### src/rtl/ift_stim_sequencer.sv
// Record-table stimulus sequencer for IFT benches: plays stored data/taint records in order,
// each for max(hold,1) cycles, once or looping.
module ift_stim_sequencer #(
    parameter int unsigned NCH   = 2,
    parameter int unsigned DW    = 1,
    parameter int unsigned TW    = 32,
    parameter int unsigned CW    = 8,
    parameter int unsigned DEPTH = 16,
    parameter int unsigned AW    = $clog2(DEPTH),
    parameter int unsigned RW    = NCH * (TW + DW) + CW
) (
    input  logic              clk,
    input  logic              rst_n,
    input  logic              wr_en,
    input  logic [AW-1:0]     wr_addr,
    input  logic [RW-1:0]     wr_data,
    input  logic              start,
    input  logic              stop,
    input  logic              loop_mode,
    input  logic [AW-1:0]     last_idx,
    output logic [NCH*DW-1:0] data_out,
    output logic [NCH*TW-1:0] taint_out,
    output logic [AW-1:0]     rec_idx,
    output logic              rec_strobe,
    output logic              busy,
    output logic              done
);

    typedef enum logic [0:0] {StIdle, StPlay} state_e;

    state_e              state_q, state_d;
    logic [CW-1:0]       cnt_q, cnt_d;
    logic [AW-1:0]       idx_q, idx_d;
    logic [NCH*DW-1:0]   data_q, data_d;
    logic [NCH*TW-1:0]   taint_q, taint_d;
    logic                strobe_q, strobe_d;
    logic                done_q, done_d;
    logic                loop_q, loop_d;
    logic [AW-1:0]       last_q, last_d;

    logic [RW-1:0]       mem [DEPTH];
    logic                load;
    logic [AW-1:0]       load_addr;
    logic [RW-1:0]       rec;
    logic [CW-1:0]       rec_hold;
    logic [AW-1:0]       last_clamped;

    // Only a non-power-of-two table can be addressed past its end.
    if (2 ** AW == DEPTH) begin : g_pow2
        assign last_clamped = last_idx;
    end else begin : g_clamp
        localparam logic [AW-1:0] MaxIdx = AW'(DEPTH - 1);
        assign last_clamped = (last_idx > MaxIdx) ? MaxIdx : last_idx;
    end

    // Sequencing: decides when and which slot to load.
    always_comb begin
        state_d   = state_q;
        done_d    = done_q;
        loop_d    = loop_q;
        last_d    = last_q;
        load      = 1'b0;
        load_addr = '0;
        unique case (state_q)
            StIdle: begin
                if (start && !stop) begin
                    state_d = StPlay;
                    done_d  = 1'b0;
                    loop_d  = loop_mode;
                    last_d  = last_clamped;
                    load    = 1'b1;
                end
            end
            StPlay: begin
                if (stop) begin
                    state_d = StIdle;
                end else if (cnt_q == '0) begin
                    if (idx_q < last_q) begin
                        load      = 1'b1;
                        load_addr = idx_q + AW'(1);
                    end else if (loop_q) begin
                        load = 1'b1;
                    end else begin
                        state_d = StIdle;
                        done_d  = 1'b1;
                    end
                end
            end
            default: state_d = StIdle;
        endcase
    end

    // Combinational read; the write lands on the edge, so a same-edge load sees old contents.
    assign rec      = mem[load_addr];
    assign rec_hold = rec[CW-1:0];

    always_comb begin
        idx_d    = idx_q;
        data_d   = data_q;
        taint_d  = taint_q;
        cnt_d    = cnt_q;
        strobe_d = 1'b0;
        if (load) begin
            idx_d    = load_addr;
            data_d   = rec[CW +: NCH*DW];
            taint_d  = rec[CW + NCH*DW +: NCH*TW];
            cnt_d    = (rec_hold == '0) ? '0 : rec_hold - CW'(1);
            strobe_d = 1'b1;
        end else if (state_q == StPlay && cnt_q != '0) begin
            cnt_d = cnt_q - CW'(1);
        end
    end

    always_ff @(posedge clk or negedge rst_n) begin
        if (!rst_n) begin
            state_q  <= StIdle;
            cnt_q    <= '0;
            idx_q    <= '0;
            data_q   <= '0;
            taint_q  <= '0;
            strobe_q <= 1'b0;
            done_q   <= 1'b0;
            loop_q   <= 1'b0;
            last_q   <= '0;
        end else begin
            state_q  <= state_d;
            cnt_q    <= cnt_d;
            idx_q    <= idx_d;
            data_q   <= data_d;
            taint_q  <= taint_d;
            strobe_q <= strobe_d;
            done_q   <= done_d;
            loop_q   <= loop_d;
            last_q   <= last_d;
        end
    end

    always_ff @(posedge clk) begin
        if (wr_en) begin
            mem[wr_addr] <= wr_data;
        end
    end

    assign data_out   = data_q;
    assign taint_out  = taint_q;
    assign rec_idx    = idx_q;
    assign rec_strobe = strobe_q;
    assign busy       = (state_q == StPlay);
    assign done       = done_q;

endmodule
### config.mk
export PLATFORM = sky130hd
export DESIGN_NAME = ift_stim_sequencer
export DESIGN_NICKNAME = d
export VERILOG_FILES = /design/src/rtl/ift_stim_sequencer.sv
export SDC_FILE = /design/constraint.sdc
export NUM_CORES = 1
export LEC_CHECK = 0
export CAP_MARGIN = 20
export CORE_MARGIN = 5
export CORE_UTILIZATION = 46
export DETAILED_ROUTE_END_ITERATION = 10
export PLACE_DENSITY = 0.73
export SKIP_CTS_REPAIR_TIMING = 1
export SYNTH_ARGS = -nofsm -noshare
export SYNTH_HDL_FRONTEND = slang
export SYNTH_SLANG_ARGS = --single-unit
### constraint.sdc
create_clock -name clk -period 4.8 [get_ports clk]
set_clock_uncertainty 0.1 [all_clocks]
set_input_delay 0.96 -clock clk [delete_from_list [all_inputs] [get_ports clk]]
set_output_delay 0.96 -clock clk [all_outputs]
set_load 0.01 [all_outputs]
==> results.py <==
metrics = {
    "run_status": {
        "status": "finished, final reports clean",
    },
    "floorplanning": {
        "start_util_pct": 46.3,
        "die_h_um": 341,
        "chipWidth_um": 341,
        "die_area_um2": 116000,
        "rows": 121,
        "core_area_um2": 109000,
        "ios": 161,
    },
    "logic_synthesis": {
        "synth_top_cell_by_area": "edfxtp_1",
        "ys_async_sr_fraction_pct": 6.77,
        "synth_edf_count": 1184,
        "synth_area_leaders": "edfxtp_1 (71%), nand2_1 (7.4%), nand3_1 (4.8%)",
        "synth_top_area_share_pct": 70.5,
        "synth-seq-cells": 1270,
        "syn-instance-count": 3742,
        "synth_nets": 3837,
        "netlist_area_um2": 50400,
        "ys_warn_count": 0,
        "synth_cell_types": 70,
        "syn_area_per_cell_um2": 13.5,
        "ys.flop_type": "edfxtp_1",
        "ys_seq_area_share_pct": 74.8,
    },
    "routing": {
        "firstDrtPassIters": 6,
        "ant_nets": 0,
        "drcViolationCount": 0,
        "drt-initial-drc-count": 3713,
        "num_vias": 31620,
        "viasPerCell": 5.84,
        "wl_um": 126000,
        "drt-wirelength-per-cell_um": 23.2,
    },
    "sta": {
        "fmax_mhz": 243,
        "fin_crit_ps": 4120,
        "finalMaxSlewViolations": 0,
        "setup_viol": 0,
        "finalHoldViolCount": 0,
        "rsz0062_at_grt": "false",
        "maxSlewHeadroom_pct": 24.4,
        "timing.hold.ws_ps": 320,
        "worst_pin_slew_ps": 1130,
        "finalCritPeriodShare_pct": 85.8,
    },
    "cts": {
        "clock_path_buffers": 3,
        "cts.sinks": 1270,
        "cts_max_level": 3,
        "tritoncts": "yes",
        "clk_pin_slew_ps": 70,
        "clkLatencyLatePin_ps": 730,
        "cts_made_buffers": 121,
        "cts-root-buf": "clkbuf_16",
    },
    "pwr": {
        "pwr-share-seq_pct": 52.8,
        "switching_share_pct": 21.0,
        "finalPower_mw": 24.0,
        "p_switching_mw": 5.03,
        "p_leak_nw": 20.8,
        "p_int_mw": 18.9,
        "pwr-share-clk_pct": 42.2,
        "p_per_area_nw_per_um2": 409,
        "vdd_drop_max_mv": 0.378,
        "combPwrFrac_pct": 5.0,
    },
    "global_routing": {
        "gr-total-overflow": 0,
        "grtUsageTotal_pct": 21.2,
        "antenna_found_initial": 14,
        "grt_pass1_wl_um": 189000,
        "grt_pass1_vias": 30851,
        "grt_max_degree": 156,
    },
    "run": {
        "max_cap_viol_count": 0,
    },
    "worst_setup_path": {
        "critPathArrivalTime_ps": 4590,
        "cp-start-kind": "register",
        "crit_fanout": 18,
        "cp-end-kind": "register",
        "criticalPathCategory": "register to register",
        "crit_required_ps": 5270,
    },
    "layout": {
        "layout-drive-gt1-share_pct": 9.11,
        "postLayoutCellArea_um2": 58700,
        "fillCellCount": 8447,
        "area_delta_synth_final_pct": 16.4,
        "nets": 3982,
    },
    "placed_design": {
        "dp_hpwl_um": 64300,
        "post_dp_cell_area_um2": 54300,
        "io_buffers": 160,
        "routabilityCongestion": 0.857,
    },
    "worst_hold_path": {
        "hold_path.class": "primary input to asynchronous set/reset pin",
    },
}
==> state kept, by name, summed over array words and instances, names as in the netlist <==
name and flops:
loop_q 1, data_out 2, mem 1184, rec_idx 4, busy 1, done 1, last_q 4, rec_strobe 1
cnt_q 8, taint_out 64
==> power by group through the flow <==
stage / Clock [mW] / Combinational, mW / Sequential (mW)
floorplan: 0 / 0.470 / 12.9
global placement: 0 / 1.17 / 12.9
detailed placement: 0 / 1.20 / 12.9
CTS: 10.2 / 1.20 / 12.7
global route: 10.8 / 1.29 / 12.7
finish: 10.1 / 1.19 / 12.7
==> cells in the mapped netlist (all sizes together) (14+ instances only) <==
| master | number |
|---|---|
| mux2i | 69 |
| dfrtp | 86 |
| nor2 | 21 |
| edfxtp | 1184 |
| a31oi | 73 |
| a311oi | 58 |
| a211oi | 118 |
| nor3 | 18 |
| clkbuf | 157 |
| a21oi | 35 |
| o21ai | 35 |
| buf | 93 |
| nand3 | 484 |
| and3 | 129 |
| nand2 | 995 |
| a21o | 57 |
| inv | 14 |
==> cell usage in the layout (no fill, tap or decap), types with 11 or more instances in the layout <==
| cell type | instances |
|---|---|
| bufinv_16 | 20 |
| buf_12 | 48 |
| clkbuf_8 | 13 |
| buf_4 | 65 |
| clkbuf_1 | 16 |
| clkdlybuf4s50_1 | 159 |
| dfrtp_1 | 86 |
| nand2_1 | 994 |
| nor2_4 | 13 |
| clkinv_2 | 21 |
| nor3_1 | 11 |
| o21ai_0 | 35 |
| inv_1 | 14 |
| and3_1 | 128 |
| nand3_1 | 482 |
| a211oi_1 | 117 |
| clkinvlp_4 | 13 |
| clkbuf_16 | 122 |
| a21oi_1 | 33 |
| a311oi_1 | 56 |
| edfxtp_1 | 1184 |
| mux2i_1 | 69 |
| clkinv_1 | 17 |
| a21o_1 | 57 |
| a31oi_1 | 73 |
==> worst max-delay path: stages, from the launching register on <==
cell and delay, ps:
dfrtp_1 590, ha_1 330, a21o_1 220, a211o_1 600, nor3_4 440, mux2_1 360
o22ai_1 180, a211o_1 200, ha_1 200, o31a_1 250, o21a_1 190, and3_4 220
o22ai_1 90
==> stage by stage <==
stage	worst slack (ps)	setup TNS, ps	cells	util (%)
2_1_floorplan	-407	-94790	3742	-
3_3_place_gp	473	0	5178	49.9
3_5_place_dp	361	0	5178	49.9
4_1_cts	733	0	5410	53.9
5_1_grt	520	0	5415	53.9
6_report	680	0	5419	53.9
==> layer usage <==
metal	vias to the layer above	GRT usage, %	routed length, um	part of all wire (%)
li1	14213	-	-	-
met1	15780	29.0	50600	40
met2	1428	34.5	60300	48
met3	193	4.19	11700	9.3
met4	6	6.52	3030	2.4
met5	-	0	39	0.031
==> area by class of cell <==
| class | count | area [um2] | share of cell area (%) |
|---|---|---|---|
| Clock buffer | 151 | 3290 | 5.61 |
| Clock inverter | 81 | 1020 | 1.74 |
| Timing Repair Buffer | 272 | 3040 | 5.18 |
| Inverter | 14 | 52.6 | 0.0896 |
| Antenna cell | 9 | 22.5 | 0.0384 |
| Tap cell | 1414 | 1770 | 3.01 |
| Sequential cell | 1270 | 37700 | 64.3 |
| Multi-Input combinational cell | 2208 | 11800 | 20.1 |
==> worst paths after layout <==
| kind | from | depth (start not counted) | slack (ps) | to |
|---|---|---|---|---|
| hold reg to reg | data_out[0] | 1 | 380 | data_out[0] |
| min in group clk | data_out[0] | 1 | 380 | data_out[0] |
| setup reg to reg | rec_idx[2] | 12 | 680 | cnt_q[0] |
| max in group asynchronous | rst_n | 2 | 3310 | taint_out[63] |
| setup / recovery | rec_idx[2] | 12 | 680 | cnt_q[0] |
| hold / removal | rst_n | 1 | 320 | taint_out[1] |
==> kinds of logic after synthesis <==
kind of cell    after synthesis  share of synthesized area, %
simple gates               1687                          14.8
fa+ha+maj                     7                         0.174
xor+xnor                     12                         0.208
mux                          78                          1.68
compound gates              424                          6.09
buf+inv                     264                          2.21
flops                      1270                          74.8
Note: power is estimated with default switching activity, not from simulation.
